==> config.mk <==
export PLATFORM = sky130hd
export DESIGN_NAME = conv_out_framer
export DESIGN_NICKNAME = d
export VERILOG_FILES = /design/src/rtl/conv_out_framer.sv
export SDC_FILE = /design/constraint.sdc
export NUM_CORES = 2
export LEC_CHECK = 0
export BUFFER_PORTS_ARGS = -buffer_cell sky130_fd_sc_hd__buf_4
export CAP_MARGIN = 20
export CORE_MARGIN = 2
export CORE_UTILIZATION = 57
export DETAILED_ROUTE_END_ITERATION = 12
export GPL_ROUTABILITY_DRIVEN = 0
export PLACE_DENSITY = 0.88
export REMOVE_ABC_BUFFERS = 1
export SYNTH_ARGS = -nofsm -noshare
export SYNTH_HDL_FRONTEND = slang
export SYNTH_SLANG_ARGS = --single-unit
export TNS_END_PERCENT = 20
==> constraint.sdc <==
create_clock -name clk -period 17.2 [get_ports clk]
set_input_delay 2.58 -clock clk [delete_from_list [all_inputs] [get_ports clk]]
set_output_delay 2.58 -clock clk [all_outputs]
set_load 0.02 [all_outputs]
==> src/rtl/conv_out_framer.sv <==
// conv_out_framer: frames a conv-output word stream into one layer.
// Sets the layer size on start, buffers words in a 2-entry skid FIFO and flags
// the last word (mLast). Pulses LayerEnd once the last word has been accepted.
// Optional macro CONV_OUT_RELU_EN: replaces negative int8 lanes with zero on the
// FIFO input path.
module conv_out_framer #(
   parameter int unsigned DATA_WIDTH = 64,
   parameter int unsigned CNT_WIDTH  = 32
) (
   input  logic                  clk,
   input  logic                  reset,
   input  logic                  start,
   input  logic [15:0]           In_Channel,
   input  logic [15:0]           Matrix_Row,
   input  logic [15:0]           Matrix_Col,
   input  logic [DATA_WIDTH-1:0] sData,
   input  logic                  sValid,
   output logic                  sReady,
   output logic [DATA_WIDTH-1:0] mData_payload,
   output logic                  mData_valid,
   input  logic                  mData_ready,
   output logic                  mLast,
   output logic                  LayerEnd
);

   typedef enum logic [1:0] {StIdle, StRun, StDone} state_e;

   state_e                state_q, state_d;
   logic [15:0]           in_ch_q, in_ch_d;
   logic [15:0]           row_q, row_d;
   logic [15:0]           col_q, col_d;
   logic [CNT_WIDTH-1:0]  in_cnt_q, in_cnt_d;
   logic [CNT_WIDTH-1:0]  out_cnt_q, out_cnt_d;
   logic [1:0]            count_q, count_d;
   logic                  rd_ptr_q, rd_ptr_d;
   logic                  wr_ptr_q, wr_ptr_d;
   logic [DATA_WIDTH-1:0] mem_q [2];
   logic [DATA_WIDTH-1:0] mem_d [2];

   logic [CNT_WIDTH-1:0]  total;
   logic [DATA_WIDTH-1:0] push_data;
   logic                  push, pop, fifo_full, start_zero;

   // Layer size from the latched geometry; one word carries 8 channels.
   assign total = CNT_WIDTH'(row_q) * CNT_WIDTH'(col_q) * CNT_WIDTH'(in_ch_q >> 3);
   assign start_zero = ((In_Channel >> 3) == 16'd0) || (Matrix_Row == 16'd0) ||
                       (Matrix_Col == 16'd0);

   assign fifo_full = (count_q == 2'd2);

   // Outputs are forced low while reset is asserted, not only after it.
   assign mData_valid   = !reset && (count_q != 2'd0);
   assign mData_payload = mData_valid ? mem_q[rd_ptr_q] : '0;
   assign mLast         = mData_valid && (out_cnt_q == total - CNT_WIDTH'(1));
   assign LayerEnd      = !reset && (state_q == StDone);
   assign pop           = mData_valid && mData_ready;
   // A full FIFO still takes a word on a cycle it pops (skid behaviour).
   assign sReady        = !reset && (state_q == StRun) && (in_cnt_q < total) &&
                          (!fifo_full || pop);
   assign push          = sValid && sReady;

`ifdef CONV_OUT_RELU_EN
   localparam int unsigned Lanes = DATA_WIDTH / 8;

   // Zero every signed int8 lane that is negative before it enters the FIFO.
   always_comb begin
      push_data = sData;
      for (int unsigned i = 0; i < Lanes; i++) begin
         if (sData[8*i+7]) begin
            push_data[8*i +: 8] = 8'h00;
         end
      end
   end
`else
   assign push_data = sData;
`endif

   // Next-state for the FSM, layer counters and skid FIFO.
   always_comb begin
      state_d   = state_q;
      in_ch_d   = in_ch_q;
      row_d     = row_q;
      col_d     = col_q;
      in_cnt_d  = in_cnt_q;
      out_cnt_d = out_cnt_q;
      count_d   = count_q;
      rd_ptr_d  = rd_ptr_q;
      wr_ptr_d  = wr_ptr_q;
      mem_d     = mem_q;
      unique case (state_q)
         StIdle: begin
            if (start) begin
               in_ch_d   = In_Channel;
               row_d     = Matrix_Row;
               col_d     = Matrix_Col;
               in_cnt_d  = '0;
               out_cnt_d = '0;
               count_d   = 2'd0;
               rd_ptr_d  = 1'b0;
               wr_ptr_d  = 1'b0;
               state_d   = start_zero ? StDone : StRun;
            end
         end
         StRun: begin
            if (pop) begin
               rd_ptr_d  = ~rd_ptr_q;
               out_cnt_d = out_cnt_q + CNT_WIDTH'(1);
               if (mLast) begin
                  state_d = StDone;
               end
            end
            if (push) begin
               mem_d[wr_ptr_q] = push_data;
               wr_ptr_d        = ~wr_ptr_q;
               in_cnt_d        = in_cnt_q + CNT_WIDTH'(1);
            end
            count_d = count_q + {1'b0, push} - {1'b0, pop};
         end
         StDone: state_d = StIdle;
         default: state_d = StIdle;
      endcase
   end

   // State registers with synchronous reset; FIFO storage needs no reset.
   always_ff @(posedge clk) begin
      if (reset) begin
         state_q   <= StIdle;
         in_ch_q   <= '0;
         row_q     <= '0;
         col_q     <= '0;
         in_cnt_q  <= '0;
         out_cnt_q <= '0;
         count_q   <= 2'd0;
         rd_ptr_q  <= 1'b0;
         wr_ptr_q  <= 1'b0;
      end else begin
         state_q   <= state_d;
         in_ch_q   <= in_ch_d;
         row_q     <= row_d;
         col_q     <= col_d;
         in_cnt_q  <= in_cnt_d;
         out_cnt_q <= out_cnt_d;
         count_q   <= count_d;
         rd_ptr_q  <= rd_ptr_d;
         wr_ptr_q  <= wr_ptr_d;
      end
      mem_q <= mem_d;
   end

endmodule

==> results.py <==
metrics = {
    "drt": {
        "drt_wl_total_um": 75100,
        "maxUsedRoutingLayer": "met4",
        "vias": 24423,
        "drc": 0,
        "firstDrtPassIters": 5,
        "ant_nets": 0,
        "drt-initial-drc-count": 1537,
        "dr_wl_met2_um": 37300,
        "wl_per_cell_um": 17.9,
        "wl_met3_um": 7220,
        "wl_met1_um": 27100,
        "avgViaCountPerCell": 5.81,
    },
    "min_path": {
        "min_path_cells": 2,
        "hp-start": "in_ch_q[5]",
        "hp-class": "register to register",
    },
    "floorplan": {
        "fp-row-count": 84,
        "core_um2": 52900,
        "die_x_um": 236,
        "ios": 185,
        "start_util_pct": 58.0,
        "die_y_um": 236,
        "die-area_um2": 55600,
    },
    "setup_path": {
        "worstReg2RegStart": "row_q[8]",
        "reg2reg_slack_ns": 2.16,
        "cp.buffers_inverters": 11,
        "critPathTopFamily": "adder cells",
        "cpMostUsedCell": "fa_1",
        "worstPathRequired_ns": 14.62,
        "crit_cells": 44,
        "max_stage_delay_ns": 0.60,
        "cp-startpoint": "row_q[8]",
        "cp-end-kind": "primary output",
        "worst_ep_arrival_time_ns": 14.08,
        "critPathMaxFanout": 11,
        "start_kind": "register",
        "critPathKind": "register to primary output",
        "worst_r2r_path_depth": 48,
        "cp_slowest_cell": "fa_1",
    },
    "final_layout": {
        "multiInputGateArea_um2": 21700,
        "syn_to_final_growth_pct": 9.44,
        "final_cell_mix": "inv_1 (598), nand2_1 (467), fa_1 (451)",
        "diodes": 0,
        "regArea_um2": 6170,
        "final_common_cell": "inv_1",
        "final_nets": 4258,
        "drive_above_1_share_pct": 8.98,
        "fillerInstances": 3883,
    },
    "synth": {
        "synth.avg_cell_area_um2": 9.03,
        "synthesis.area_um2": 30600,
        "synth-edff-count": 128,
        "seq_area_frac_synth_pct": 20.1,
        "ys_seq_elements": 243,
        "yosysUniqueCellTypes": 87,
        "yosysTopAreaCell": "fa_1",
        "synthCells": 3395,
        "async_flop_share_pct": 0,
        "ys.flop_type": "edfxtp_1",
        "ys_top_cells_by_area": "fa_1 (29%), edfxtp_1 (13%), ha_1 (7.8%)",
        "netlist.area_leader.share_pct": 29.5,
        "ys_warn_count": 0,
    },
    "sta": {
        "setup_slack_ns": 0.541,
        "hold-worst-slack_ns": 0.467,
        "slew_violations": 0,
        "period_needed_ns": 16.66,
        "hold_viol": 0,
        "setup-violations-final": 0,
        "period_share_pct": 96.9,
        "fin_skew_ns": 0.0248,
        "worst_pin_slew_ns": 1.03,
        "rsz0062_at_grt": "no",
        "setup_tns_ns": 0,
        "relSlewSlack_pct": 31.1,
        "fmax_mhz": 60.0,
    },
    "outcome": {
        "status": "completed",
    },
    "grt": {
        "grt_pass1_wl_um": 124000,
        "grt_pass1_vias": 25357,
        "track_usage_pct": 27.2,
        "grt_overflow": 0,
        "grt_antenna_before_repair": 0,
        "grt_max_degree": 66,
    },
    "power": {
        "swShare_pct": 39.4,
        "p_int_mw": 1.32,
        "clock_power_share_pct": 26.0,
        "vdd_drop_max_mv": 0.108,
        "p_leak_nw": 15.1,
        "power_switching_mw": 0.861,
        "power.density_nw_per_um2": 65.1,
        "p_comb_share_pct": 44.0,
        "fin_total_pwr_mw": 2.18,
        "seqPwrFrac_pct": 30.0,
    },
    "clock_network": {
        "cts_setup_buffers": 0,
        "clock_path_buffers": 3,
        "cts_made_buffers": 24,
        "cts_tree": "done",
        "root_buffer": "clkbuf_16",
        "clk_pin_slew_ns": 0.07,
        "clock_latency_ns": 0.55,
        "clock-sinks": 243,
        "htree_num_levels": 1,
    },
    "placement": {
        "dp_slack_ns": 1.05,
        "dp_hpwl_um": 57500,
        "io_buffers": 181,
    },
    "job": {
        "drv_cap": 0,
    },
}
## kinds of logic after synthesis
family	after synthesis	synth area share, %
mux	71	2.33
compound gates	354	7.80
simple gates	1194	19.0
buf+inv	751	9.25
flops	243	20.1
xor+xnor	140	4.33
fa+ha+maj	642	37.3
## synthesized netlist by cell type (all sizes together) (26+ instances only)
master	n
dfxtp	115
nand3	52
nor2	181
nand4	28
ha	191
nand2	468
nor3	33
mux2i	68
and3	43
edfxtp	128
a21o	34
xnor2	74
inv	598
clkbuf	139
a211oi	26
a21oi	120
o21ai	62
and2	285
fa	451
xor2	59
## per-layer routing
metal / up-vias / global-route usage, %
met2: 1181 / 46.9
met4: 0 / 13.0
met5: - / 0
met1: 12062 / 32.8
met3: 252 / 5.23
li1: 10928 / -
## final timing paths
kind	to
max reg2reg	in_cnt_q[23]
min reg2reg	in_ch_q[5]
min	in_ch_q[5]
max	sReady
## power by group through the flow
stage / combinational, mW / clock [mW] / sequential, mW
after global routing: 1.06 / 0.586 / 0.657
after CTS: 0.947 / 0.569 / 0.654
after detailed placement: 0.939 / 0 / 0.666
final: 0.960 / 0.567 / 0.656
after global placement: 0.903 / 0 / 0.665
after floorplan: 0.667 / 0 / 0.660
## flip-flops by register name (all words and copies together), names as in the netlist
register,flops
out_cnt_q,32
in_ch_q,13
state_q,2
rd_ptr_q,1
mem_q,128
row_q,16
in_cnt_q,32
col_q,16
wr_ptr_q,1
count_q,2
## layout make-up
class	instances	area share, %
repair buffers	231	5.25
inverters	598	6.69
flip-flops and latches	243	18.4
multi-input cells	2401	64.6
well taps	688	2.57
clock buffers	31	1.93
clock inverters	13	0.530
## what timing repair did
item | in CTS | in global routing
hold buffers | 0 | 0
resized for setup | 0 | 13
endpoints found under the setup margin | 0 | 1
## tightest hold or removal path: stages, from the launching register on
cell and delay (ns):
dfxtp_1 0.32, nand2_1 0.05, a21oi_1 0.05
## per-stage QoR
stage	instance area (µm²)	cells	utilization, %
3_5_place_dp	32700	4160	61.8
6_report	33500	4205	63.5
4_1_cts	33500	4204	63.4
2_1_floorplan	30100	3242	-
5_1_grt	33500	4205	63.5
3_3_place_gp	32700	4158	61.8
(Power assumes the default switching activity.)
